[src/rtl/instr_sequencer.sv]
// instr_sequencer -- fetch/decode/execute controller for the 16-bit CPU.
//
// Fetches one instruction word per FETCH over a req/ack read port, holds it
// in ir, drives the ALU opcode/operand-select fields straight from ir and
// strobes the register-file write in EXEC of ALU-class instructions.
//
// Ports:
//   clk, reset            clock, synchronous active-high reset
//   mem_rd/mem_addr       read request (FETCH only) / address (= pc)
//   mem_ack/mem_rdata     read acknowledge and instruction word
//   instr_bit_15          ir[15]      (ALU opcode msb)
//   instr_bit_12_11       ir[12:11]   (ALU opcode lsbs)
//   rs_sel / rm_sel       ir[10:8] / ir[7:5]
//   N                     immediate {8'h00, ir[7:0]}
//   reg_we                register-file write strobe
//   pc, halted            program counter, HLT executed
//   retired               retired-instruction count (INSTR_SEQUENCER_RETIRED_EN)
//
// Optional feature macro: INSTR_SEQUENCER_RETIRED_EN adds the retired port.
module instr_sequencer #(
  parameter logic [15:0] RESET_PC = 16'h0000
) (
  input  logic        clk,
  input  logic        reset,
  output logic        mem_rd,
  output logic [15:0] mem_addr,
  input  logic        mem_ack,
  input  logic [15:0] mem_rdata,
  output logic        instr_bit_15,
  output logic [1:0]  instr_bit_12_11,
  output logic [2:0]  rs_sel,
  output logic [2:0]  rm_sel,
  output logic [15:0] N,
  output logic        reg_we,
  output logic [15:0] pc,
  output logic        halted
`ifdef INSTR_SEQUENCER_RETIRED_EN
  ,
  output logic [15:0] retired
`endif
);

  typedef enum logic [1:0] {S_FETCH, S_DECODE, S_EXEC, S_HALT} state_e;

  state_e      state_q, state_d;
  logic [15:0] pc_q, pc_d;
  logic [15:0] ir_q, ir_d;
  logic        mem_rd_q, mem_rd_d;
  logic        reg_we_q, reg_we_d;
  logic        halted_q, halted_d;
`ifdef INSTR_SEQUENCER_RETIRED_EN
  logic [15:0] ret_q, ret_d;
`endif

  always_comb begin
    state_d = state_q;
    pc_d    = pc_q;
    ir_d    = ir_q;
`ifdef INSTR_SEQUENCER_RETIRED_EN
    ret_d   = ret_q;
`endif
    case (state_q)
      S_FETCH: begin
        if (mem_ack) begin
          ir_d    = mem_rdata;
          pc_d    = pc_q + 16'd1;
          state_d = S_DECODE;
        end
      end
      S_DECODE: begin
        if (ir_q[14:13] == 2'b11) begin
          state_d = S_HALT;
`ifdef INSTR_SEQUENCER_RETIRED_EN
          ret_d   = ret_q + 16'd1;   // HLT retires on entering HALT
`endif
        end else begin
          state_d = S_EXEC;
        end
      end
      S_EXEC: begin
        // JMP target replaces the increment taken in FETCH
        if (ir_q[14:13] == 2'b10) pc_d = {8'h00, ir_q[7:0]};
        state_d = S_FETCH;
`ifdef INSTR_SEQUENCER_RETIRED_EN
        ret_d   = ret_q + 16'd1;
`endif
      end
      default: state_d = S_HALT;
    endcase
    // Outputs are registered from the next-state decode
    mem_rd_d = (state_d == S_FETCH);
    halted_d = (state_d == S_HALT);
    reg_we_d = (state_d == S_EXEC) && (ir_d[14:13] == 2'b00);
  end

  always_ff @(posedge clk) begin
    if (reset) begin
      state_q  <= S_FETCH;
      pc_q     <= RESET_PC;
      ir_q     <= 16'h0000;
      mem_rd_q <= 1'b1;
      reg_we_q <= 1'b0;
      halted_q <= 1'b0;
`ifdef INSTR_SEQUENCER_RETIRED_EN
      ret_q    <= 16'h0000;
`endif
    end else begin
      state_q  <= state_d;
      pc_q     <= pc_d;
      ir_q     <= ir_d;
      mem_rd_q <= mem_rd_d;
      reg_we_q <= reg_we_d;
      halted_q <= halted_d;
`ifdef INSTR_SEQUENCER_RETIRED_EN
      ret_q    <= ret_d;
`endif
    end
  end

  assign mem_rd          = mem_rd_q;
  assign mem_addr        = pc_q;
  assign pc              = pc_q;
  assign halted          = halted_q;
  // A reset arriving in EXEC wins over the pending write at that edge
  assign reg_we          = reg_we_q & ~reset;
  assign instr_bit_15    = ir_q[15];
  assign instr_bit_12_11 = ir_q[12:11];
  assign rs_sel          = ir_q[10:8];
  assign rm_sel          = ir_q[7:5];
  assign N               = {8'h00, ir_q[7:0]};
`ifdef INSTR_SEQUENCER_RETIRED_EN
  assign retired         = ret_q;
`endif

endmodule

[config.mk]
export PLATFORM = sky130hd
export DESIGN_NAME = instr_sequencer
export DESIGN_NICKNAME = d
export VERILOG_FILES = /design/src/rtl/instr_sequencer.sv
export SDC_FILE = /design/constraint.sdc
export NUM_CORES = 1
export LEC_CHECK = 0
export BUFFER_PORTS_ARGS = -buffer_cell sky130_fd_sc_hd__buf_2
export CORE_MARGIN = 2
export CORE_UTILIZATION = 50
export CTS_CLUSTER_SIZE = 10
export DETAILED_ROUTE_END_ITERATION = 8
export GPL_TIMING_DRIVEN = 1
export PLACE_DENSITY = 0.83
export SLEW_MARGIN = 40
export SYNTH_ARGS = -nofsm -noshare
export SYNTH_HDL_FRONTEND = slang
export SYNTH_SLANG_ARGS = --single-unit
[constraint.sdc]
create_clock -name clk -period 2.9 [get_ports clk]
set_input_delay 0.29 -clock clk [delete_from_list [all_inputs] [get_ports clk]]
set_output_delay 0.29 -clock clk [all_outputs]
set_load 0.005 [all_outputs]
Yosys cells after proc, flatten, opt, wreduce, memory -nomap -nowiden. Index checks and enable logic that the tools add are counted. Widths: inputs -> output; s select.

Bits in registers: 37. Memories: 0. Memory bits (read-only): 0. Bits in writable memories: 0. Latch bits: 0.

Multipliers: 0. Shifts and indexed selects: 0. Add/sub/neg operators: 1. Mux-type cells: 8. Reductions and logical operators: 7. Eq/ne operators: 8. Bitwise logic cells: 2. Order comparisons: 0. Divide/modulo/power cells: 0.

Operator list (number): $mux 16 (2); $pmux 16 s2 (1); $mux 15 (2); $add 16x1->16 const B (1); $eq 2x2->1 const B (5); $logic_not 2->1 (3); $pmux 2 s3 (1); $ne 2x2->1 const B (2); $reduce_and 3->1 (1); $eq 2x1->1 const B (1); $mux 2 (1); $reduce_and 2->1 (1); $reduce_bool 2->1 (1); $and 1x1->1 (1); $logic_and 1x1->1 (1); $mux 1 (1); $not 1->1 (1).

Depth between registers and ports, before layout. Gate-level depths: netlist of run 1.

Depth after elaboration: 5. Depth in mapped cells: 6. Mapped depth without buffers: 5.

Least setup slack after synthesis of run 1. No wires, ideal clock.

Kind: reg2reg. From: register pc_q[0] (netlist: mem_addr[0]). To: register pc_q[14] (netlist: mem_addr[14]). Data arrival time: 1.661 ns. Data required time: 2.830 ns. Clock period less this slack: 1.731 ns. Slack: 1.169 ns. Stages on the path, launching flop included: 7. Path through: dfxtp_1 > ha_1 > and4_1 > clkbuf_1 > nand2_1 > or4_1 > a21oi_1.

Longest elaborated chain between the ends: 3.

Ends and longest elaborated chain: start: declaration (line 46) `logic [15:0] pc_q, pc_d;`; start signal: assignment (line 109) `pc_q <= pc_d;`; $add 16x1->16 (line 66) `pc_d = pc_q + 16'd1;`; $mux 16 (line 64) `if (mem_ack) begin`; $pmux 16 s2 (line 62) `case (state_q)`.

No other way between the ends. The select of a mux whose other input is x is not followed. A chain may end at the register's enable or synchronous reset.

Worst setup path in the final report of run 1. Ends and elaborated chain as after synthesis.

==> run metrics, run 1 <==
outcome=finished clean; RR Endpoint=mem_addr[14]; Area Overhead vs Synth=9.86%; pwr/cell area=479 nW/µm²; startpoint types=flip-flop; IO buf count=70; WHS=224 ps; RR Startpoint=mem_addr[0]; post-CTS sizing=0; Synth Register Bits=37; Core Region=3690 µm²; clk buf depth=2; drt total wl=3950 µm; global-route wire length before repair=6220 µm; HP Start=mem_rdata[10]; Worst-Margin Slew=547 ps; Critical Path Source=mem_addr[0]; # nets final=293; largest family of logic cells by synthesized area=simple AND/OR/NAND/NOR gates; Row Count=22; ANT nets after route=0; top area cells in the synthesized netlist=dfxtp_1 (38%), buf_4 (16%), nand2_1 (8.4%); cell taking the most area after synthesis=dfxtp_1; final hold viol count=0; CTS tree=yes; Root Buffer=clkbuf_8; Post-synth EDFFs=0; DIE WIDTH=66.1 µm; Setup Crit Path Kind=flip-flop to flip-flop; worst-path maximum fanout=7; Vias/cell=5.18; depth of the most critical reg-to-reg path=5; Worst EP required=3130 ps; Synth async-reset ratio=0%; Worst Skew=~4.7 ps; diodes inserted=0; Fmax=0.549 GHz; Num CTS Buffers=5; vias in the first global route=1366; fin crit period=1820 ps; cell area after synthesis=1930 µm²; Post-Synth Adder-Cell Area=less than 1%; MaxCap Viol Count=0; Hold Path Depth=3; Setup crit end kind=flip-flop; Warnings, synthesis=0; # IOs=79; Cell variety after synth=40; total global-route track usage=18.5%; syn_area_per_cell=8.07 µm²; max_slew headroom=~63%; Placed Instances=between 300 and 400; vias=1668; post-synthesis sequential area ratio=38.4%; initial antenna violation count=0; synthesized instance count=239; Worst-Skew Late Latency=290 ps; First-pass DRT Iterations=4; final cell count without fillers=322; Initial Util=52.3%; VDD IR max=0.328 mV; Most used DFF post-synth=dfxtp_1; RD Place Congestion=between 0.7 and 0.8; die height=between 60 and 70 µm; DRT iter0 DRCs=72; share of Yosys cell area claimed by the top area cell type=38.4%; largest net degree at the start of global routing=30; clock slew at reported path FFs=70 ps; setup violators final=0; R2R setup slack=1080 ps; Slew Viols, Final=0; compound-cell area share of the yosys netlist=17.7%; H-tree Lvls=2; die area=about 4400 µm²; Synth Area in XOR/XNOR=under 10%; Clock Sinks=37; layout cell share with drive strength beyond 1=between 30% and 40%; DR WL/cell=12.3 µm; leakage power=0.968 nW; Setup Fix Bufs, Post-CTS=0; Hold Crit Class=input port to flip-flop; WP data arrival=2050 ps; mux contribution to synthesized area=0%; Period Utilization, post-route=62.9%; hold buffers post-CTS=0; final setup TNS=0 ps; Post-DP HPWL=approximately 2800 µm; critical path endpoint=mem_addr[14]; Simple-Gate Fraction of Synth Area=a little under a quarter; fillers=378; # DRC=0; GRT overflow=0; unrepaired setup endpoints after global routing=false
[placed cells by master, fill, tap and decap left out, drive strengths merged, types with 2 or more instances in the layout]
| cell | synthesis | final |
|---|---|---|
| buf | 42 | 71 |
| nand2 | 43 | 43 |
| dfxtp | 37 | 37 |
| a21oi | 30 | 30 |
| o21ai | 11 | 11 |
| nor2 | 10 | 10 |
| conb | 1 | 8 |
| nand3 | 6 | 6 |
| clkbuf | 9 | 5 |
| nor2b | 5 | 5 |
| and2 | 4 | 4 |
| and4 | 3 | 3 |
| xor2 | 3 | 3 |
| and3 | 3 | 3 |
| o31ai | 3 | 3 |
| or4 | 3 | 3 |
| or2 | 2 | 2 |
| o2111ai | 2 | 2 |
| or3 | 2 | 2 |
| nand2b | 2 | 2 |
| o31a | 2 | 2 |
| clkinv | 0 | 2 |
| nor3b | 2 | 2 |
| o211ai | 2 | 2 |
[cell families after synthesis]
family	after synthesis
and+or+nand+nor	89
AOI/OAI and AO/OA	56
buffers and inverters	52
DFF	37
xor gates and xnor gates	3
adders and majority gates	1
other	1
[routing by layer]
metal | GRT usage [%] | wire length, µm | part of all wire (%)
met3 | 4.26 | 230 | 5.8
met5 | 0 | 0 | 0
met2 | 29.6 | 1870 | 47
met1 | 23.3 | 1790 | 45
met4 | 8.67 | 65 | 1.6
[critical path, cell delays in order (launching register included)]
cell,delay (ps)
dfxtp_1,430
ha_1,230
and4_1,370
nand2_1,100
or4_1,470
a21oi_1,160
[report_power, final]
part           switching [mW]  internal (mW)  total, mW  leakage, nW
combinational          0.0658         0.0497      0.115        0.622
sequential             0.0187          0.530      0.548        0.302
clock                   0.187          0.166      0.352       0.0439
[final cells by class]
class | instances | area [µm²] | area share (%)
Clock buffer | 5 | 68.8 | 3.25
Clock inverter | 3 | 17.5 | 0.826
Inverter | 1 | 3.75 | 0.177
Multi-Input combinational cell | 157 | 871 | 41.1
Sequential cell | 37 | 741 | 34.9
Tap cell | 48 | 60.1 | 2.83
Timing Repair Buffer | 71 | 358 | 16.9
[registers in the layout, summed over array words and instances, names as in the netlist]
signal and count:
reg_we_q 1, halted 1, mem_addr 16, ir_q 16, mem_rd 1, state_q 2
[per-stage QoR]
stage                     area [µm²]  setup WS, ps  util, %  total power, mW
after global placement          2030          1200     55.1            0.674
after detailed placement        2030          1120     55.1            0.677
after floorplan                 1960          1170        -            0.657
final                           2120          1080     57.5             1.02
after global routing            2120           943     57.5             1.06
after CTS                       2120          1080     57.4             1.03
[Yosys cell counts, types with 2 or more instances]
cell type  count
nand2b_1       2
nor2b_1        5
o2111ai_1      2
nand2_1       43
nand3_1        6
and2_1         4
o31a_1         2
clkbuf_1       9
nor2_1         9
xor2_1         3
or4_1          3
dfxtp_1       37
or2_2          2
o31ai_1        3
or3_1          2
buf_4         40
a21oi_1       30
and3_1         3
and4_1         3
o21ai_0       11
[how the worst min path moves through the flow]
stage          endpoint  slack (ps)
2_1_floorplan  ir_q[10]         430
3_3_place_gp   ir_q[11]         440
3_5_place_dp   ir_q[11]         440
4_1_cts        ir_q[10]         220
5_1_grt        ir_q[10]         220
6_report       ir_q[10]         220
Power figures use the tool's default switching activity.
==> run 2, diff against run 1 <==
--- a/config.mk
+++ b/config.mk
@@ -7,11 +7,11 @@
 export LEC_CHECK = 0
 export BUFFER_PORTS_ARGS = -buffer_cell sky130_fd_sc_hd__buf_2
 export CORE_MARGIN = 2
-export CORE_UTILIZATION = 50
+export CORE_UTILIZATION = 43
 export CTS_CLUSTER_SIZE = 10
 export DETAILED_ROUTE_END_ITERATION = 8
 export GPL_TIMING_DRIVEN = 1
-export PLACE_DENSITY = 0.83
+export PLACE_DENSITY = 0.75
 export SLEW_MARGIN = 40
 export SYNTH_ARGS = -nofsm -noshare
 export SYNTH_HDL_FRONTEND = slang
==> constraint.sdc (replaced) <==
create_clock -name clk -period 1.6 [get_ports clk]
set_input_delay 0.16 -clock clk [delete_from_list [all_inputs] [get_ports clk]]
set_output_delay 0.16 -clock clk [all_outputs]
set_load 0.005 [all_outputs]
==> run 2 against run 1 <==
Maximum frequency rose by 19%. Cell area rose by 7.4%. Global-route usage fell by 1.7 points. Final cell count rose by 5.0%. Sequential power rose by 82%. Non-clock buffer count rose by 12. Clock skew rose by 4.4 ps. Critical path type unchanged. Largest power group unchanged. Highest routed layer unchanged.
==> run metrics, run 2 (synthesis results as in run 1) <==
outcome=finished clean (unchanged); CTS tree=yes (unchanged); vias=1727 (was 1668); depth of the most critical reg-to-reg path=4 (was 5); First-pass DRT Iterations=5 (was 4); clk buf depth=2 (unchanged); pre-CTS setup slack=48.8 ps (was 1120 ps); DR WL/cell=12.4 µm (was 12.3 µm); WHS Endpoint=ir_q[8] (was ir_q[10]); leakage power=1.05 nW (was 0.968 nW); Core Region=4320 µm² (was 3690 µm²); Worst EP required=1840 ps (was 3130 ps); WP data arrival=1760 ps (was 2050 ps); Worst Skew=9.10 ps (was 4.69 ps); setup violators final=0 (unchanged); Vias/cell=5.11 (was 5.18); Setup Fix Bufs, Post-CTS=0 (unchanged); fillers=442 (was 378); WHS=102 ps (was 224 ps); Placed Instances=330 (was 314); GRT overflow=0 (unchanged); # DRC=0 (unchanged); Setup crit end kind=flip-flop (unchanged); global-route wire length before repair=6820 µm (was 6220 µm); # IOs=79 (unchanged); die height=71.0 µm (was 66.1 µm); Hold Crit Class=input port to flip-flop (unchanged); unrepaired setup endpoints after global routing=false (unchanged); Hold Path Depth=3 (unchanged); final cell count without fillers=338 (was 322); total global-route track usage=16.8% (was 18.5%); Row Count=24 (was 22); Clock Sinks=37 (unchanged); largest net degree at the start of global routing=30 (unchanged); drt total wl=4180 µm (was 3950 µm); worst-path maximum fanout=8 (was 7); Worst Slack Setup Final=73.1 ps (was 1080 ps); RD Place Congestion=0.803 (was 0.789); Area Overhead vs Synth=18.0% (was 9.86%); DRT iter0 DRCs=83 (was 72); layout cell share with drive strength beyond 1=36.7% (was 31.8%); pwr/cell area=912 nW/µm² (was 479 nW/µm²); VDD IR max=0.612 mV (was 0.328 mV); max_slew headroom=65.1% (was 63.4%); Worst-Skew Late Latency=290 ps (about the same); Post-DP HPWL=3070 µm (was 2830 µm); die area=5040 µm² (was 4370 µm²); IO buf count=70 (unchanged); ANT nets after route=0 (unchanged); Num CTS Buffers=5 (unchanged); final setup TNS=0 ps (unchanged); Setup Crit Path Kind=flip-flop to flip-flop (unchanged); startpoint types=flip-flop (unchanged); Design Power=2.08 mW (was 1.02 mW); Period Utilization, post-route=95.4% (was 62.9%); final hold viol count=0 (unchanged); H-tree Lvls=2 (unchanged); DIE WIDTH=71.0 µm (was 66.1 µm); Sequential Area=751 µm² (was 741 µm²); HP Start=mem_rdata[8] (was mem_rdata[10]); Worst-Margin Slew=523 ps (was 547 ps); Root Buffer=clkbuf_8 (unchanged); Initial Util=44.6% (was 52.3%); vias in the first global route=1475 (was 1366); Multi-input gate area=888 µm² (was 871 µm²); Fmax=0.655 GHz (was 0.549 GHz); post-layout util=52.6% (was 57.5%); RR Endpoint=mem_addr[15] (was mem_addr[14]); most common cell after layout, fill and taps aside=buf_2 (unchanged); leading cell types in the layout, fill and taps excluded=buf_2 (70), nand2_1 (43), dfxtp_1 (33) (was buf_2 (70), nand2_1 (43), dfxtp_1 (37)); fin crit period=1530 ps (was 1820 ps); Post-Place Cell Area=2130 µm² (was 2030 µm²); # nets final=305 (was 293); RR Startpoint=state_q[0] (was mem_addr[0]); post-CTS sizing=0 (unchanged); clock slew at reported path FFs=80 ps (was 70 ps); Slew Viols, Final=0 (unchanged); R2R setup slack=70 ps (was 1080 ps); MaxCap Viol Count=0 (unchanged); initial antenna violation count=0 (unchanged); hold buffers post-CTS=0 (unchanged); Finished Cell Area=2280 µm² (was 2120 µm²); diodes inserted=0 (unchanged)
[run 2: cell types whose count changed in the layout (fill, tap and decap cells not counted), sizes merged]
cell,before,now
bufinv,0,1
clkbuf,5,6
clkinv,2,0
buf,71,83
[run 2: report_power, final]
part           switching [mW]  internal (mW)
clock network           0.345          0.507
registers              0.0340          0.961
logic                   0.126          0.104
[run 2: critical path: stages, from the launching register on]
cell      delay, ps
dfxtp_2         350
and4bb_4        400
o211ai_4        120
or4_4           500
a21oi_2         110
[run 2: worst max path at each step]
stage,start,to,depth (start not counted)
2_1_floorplan,mem_addr[0],mem_addr[14],6
3_3_place_gp,mem_addr[0],mem_addr[14],5
3_5_place_dp,mem_addr[0],mem_addr[14],5
4_1_cts,mem_addr[0],mem_addr[14],5
5_1_grt,state_q[0],mem_addr[13],4
6_report,state_q[0],mem_addr[15],4
[run 2: layout make-up]
class,instances,area share (%)
multi-input combinational,157,39.0
tap,52,2.86
clock buffer,6,3.63
clock inverter,2,1.65
timing repair buffer,83,19.7
sequential,37,33.0
inverter,1,0.165
[run 2: layer usage]
| layer | GRT usage, % | vias up | part of all wire (%) |
|---|---|---|---|
| met5 | 0 | - | 0 |
| met4 | 4.61 | 0 | 0.86 |
| met3 | 4.56 | 5 | 7.4 |
| met2 | 28.1 | 73 | 49 |
| met1 | 21.4 | 783 | 43 |
| li1 | - | 866 | - |
==> run 3, diff against run 2 <==
--- a/config.mk
+++ b/config.mk
@@ -6,6 +6,7 @@
 export NUM_CORES = 1
 export LEC_CHECK = 0
 export BUFFER_PORTS_ARGS = -buffer_cell sky130_fd_sc_hd__buf_2
+export CORE_ASPECT_RATIO = 1.75
 export CORE_MARGIN = 2
 export CORE_UTILIZATION = 43
 export CTS_CLUSTER_SIZE = 10
==> run 3 against run 2 <==
Register-to-register slack got worse by 50 ps. Final cell count increased by 1.2%. Hold slack got worse by 11 ps. Die area rose by 0.41%. Combinational power increased by 3%. Clock skew increased by 2.0 ps. Via count grew 1.2%. Cell area is 1.4% higher. Core utilization up 0.23 points. Count of clock-buffer cells in the layout decreased by 1. First-iteration DRC count is 51% lower. Power shrank 1.0%. Largest cell class unchanged.
==> run metrics, run 3 (synthesis results as in run 1) <==
Setup Crit Path Kind=flip-flop to flip-flop (unchanged); leakage power=1.08 nW (was 1.05 nW); VDD IR max=0.565 mV (was 0.612 mV); hold buffers post-CTS=0 (unchanged); IO buf count=70 (unchanged); GRT overflow=0 (unchanged); fin crit period=1580 ps (was 1530 ps); global-route wire length before repair=7310 µm (was 6820 µm); delay of the slowest critical-path stage=510 ps (was 500 ps); most common cell after layout, fill and taps aside=buf_2 (unchanged); Initial Util=44.2% (was 44.6%); # DRC=0 (unchanged); DIE WIDTH=54.6 µm (was 71.0 µm); layout cell share with drive strength beyond 1=37.8% (was 36.7%); R2R setup slack=20 ps (was 70 ps); ANT nets after route=0 (unchanged); Post-Place Cell Area=2160 µm² (was 2130 µm²); outcome=finished clean (unchanged); post-layout util=52.9% (was 52.6%); RR Startpoint=state_q[0] (unchanged); clk buf depth=2 (unchanged); Post-DP HPWL=3320 µm (was 3070 µm); # nets final=310 (was 305); gr busiest metal=met2 (unchanged); leading cell types in the layout, fill and taps excluded=buf_2 (70), nand2_1 (43), dfxtp_1 (34) (was buf_2 (70), nand2_1 (43), dfxtp_1 (33)); unrepaired setup endpoints after global routing=true (was false); initial antenna violation count=0 (unchanged); DRT iter0 DRCs=41 (was 83); Finished Cell Area=2310 µm² (was 2280 µm²); critical path endpoint=mem_addr[13] (was mem_addr[15]); WP data arrival=1810 ps (was 1760 ps); die height=92.6 µm (was 71.0 µm); startpoint types=flip-flop (unchanged); Root Buffer=clkbuf_8 (unchanged); Critical Path Source=state_q[0] (unchanged); drt total wl=4470 µm (was 4180 µm); WHS=90.7 ps (was 102 ps); H-tree Lvls=2 (unchanged); vias in the first global route=1708 (was 1475); Period Utilization, post-route=98.7% (was 95.4%); M3 GR Usage=4.52% (was 4.56%); Core Region=4360 µm² (was 4320 µm²); Row Count=32 (was 24); Sequential Area=749 µm² (was 751 µm²); Vias/cell=5.11 (about the same); Slew Viols, Final=0 (unchanged); MaxCap Viol Count=0 (unchanged); Worst EP required=1830 ps (was 1840 ps); DR WL/cell=13.1 µm (was 12.4 µm); Hold Crit Class=input port to flip-flop (unchanged); Worst-Skew Late Latency=300 ps (was 290 ps); crit-path cells=and4bb_4, o211ai_4, or4_4, a21oi_2 (unchanged); GR Layer Usage met2=32.8% (was 28.1%); RR Endpoint=mem_addr[13] (was mem_addr[15]); max_slew headroom=64.9% (was 65.1%); Fmax=0.633 GHz (was 0.655 GHz); Multi-input gate area=885 µm² (was 888 µm²); vias=1748 (was 1727); diodes inserted=0 (unchanged); worst-path maximum fanout=8 (unchanged); RD Place Congestion=0.817 (was 0.803); depth of the most critical reg-to-reg path=4 (unchanged); Setup crit end kind=flip-flop (unchanged); total global-route track usage=19.3% (was 16.8%); fillers=448 (was 442); critical path depth=4 (unchanged); CTS tree=yes (unchanged); Area Overhead vs Synth=19.6% (was 18.0%); setup violators final=0 (unchanged); Num CTS Buffers=5 (unchanged); largest net degree at the start of global routing=30 (unchanged); pwr/cell area=891 nW/µm² (was 912 nW/µm²); Worst-Margin Slew=527 ps (was 523 ps); crit-path leading delay family=simple AND/OR/NAND/NOR gates (unchanged); worst path bufs/invs=0 (unchanged); # IOs=79 (unchanged); die area=5060 µm² (was 5040 µm²); slowest CP cell=or4_4 (unchanged); final hold viol count=0 (unchanged); pre-CTS setup slack=39.5 ps (was 48.8 ps); First-pass DRT Iterations=4 (was 5); final setup TNS=0 ps (unchanged); Worst Slack Setup Final=21.1 ps (was 73.1 ps); Worst Skew=11.1 ps (was 9.10 ps); Clock Sinks=37 (unchanged); clock slew at reported path FFs=80 ps (about the same); GR Util met1=20.5% (was 21.4%)
==> run 3: tightest hold or removal path, cell delays in order <==
cell and delay [ps]:
buf_2 100, nand2_1 40, a21oi_1 50
==> run 3: worst min path at each step <==
stage	startpoint	end	slack, ps	depth (start not counted)
2_1_floorplan	mem_rdata[10]	ir_q[10]	300	2
3_3_place_gp	mem_rdata[8]	ir_q[8]	400	3
3_5_place_dp	mem_rdata[7]	ir_q[7]	410	3
4_1_cts	mem_rdata[7]	ir_q[7]	80	3
5_1_grt	mem_rdata[6]	ir_q[6]	100	3
6_report	mem_rdata[7]	ir_q[7]	90	3
==> run 3: routing by layer <==
metal,part of all wire (%),up-vias
li1,-,871
met1,37,808
met2,55,61
met3,5.6,8
met4,2.3,0
met5,0,-
==> run 3: power breakdown <==
| part | switching [mW] | internal (mW) |
|---|---|---|
| sequential | 0.0311 | 0.961 |
| clock | 0.360 | 0.467 |
| combinational | 0.129 | 0.107 |
==> run 3: stage by stage <==
stage	total power, mW	instances
global route	2.14	342
floorplan	1.19	246
detailed placement	1.24	333
finish	2.05	342
global placement	1.24	333
CTS	2.07	341
==> run 3: what timing repair did <==
action	in CTS	in global routing
setup buffers	0	1
hold endpoints to repair	0	0
endpoints found under the setup margin	0	8
gates resized for setup	0	9
==> run 3: area by class of cell <==
type,instances,area share (%)
inverter,1,0.163
tap,51,2.77
multi-input combinational,157,38.3
clock buffer,5,2.98
timing repair buffer,88,21.4
sequential,37,32.5
clock inverter,3,1.90
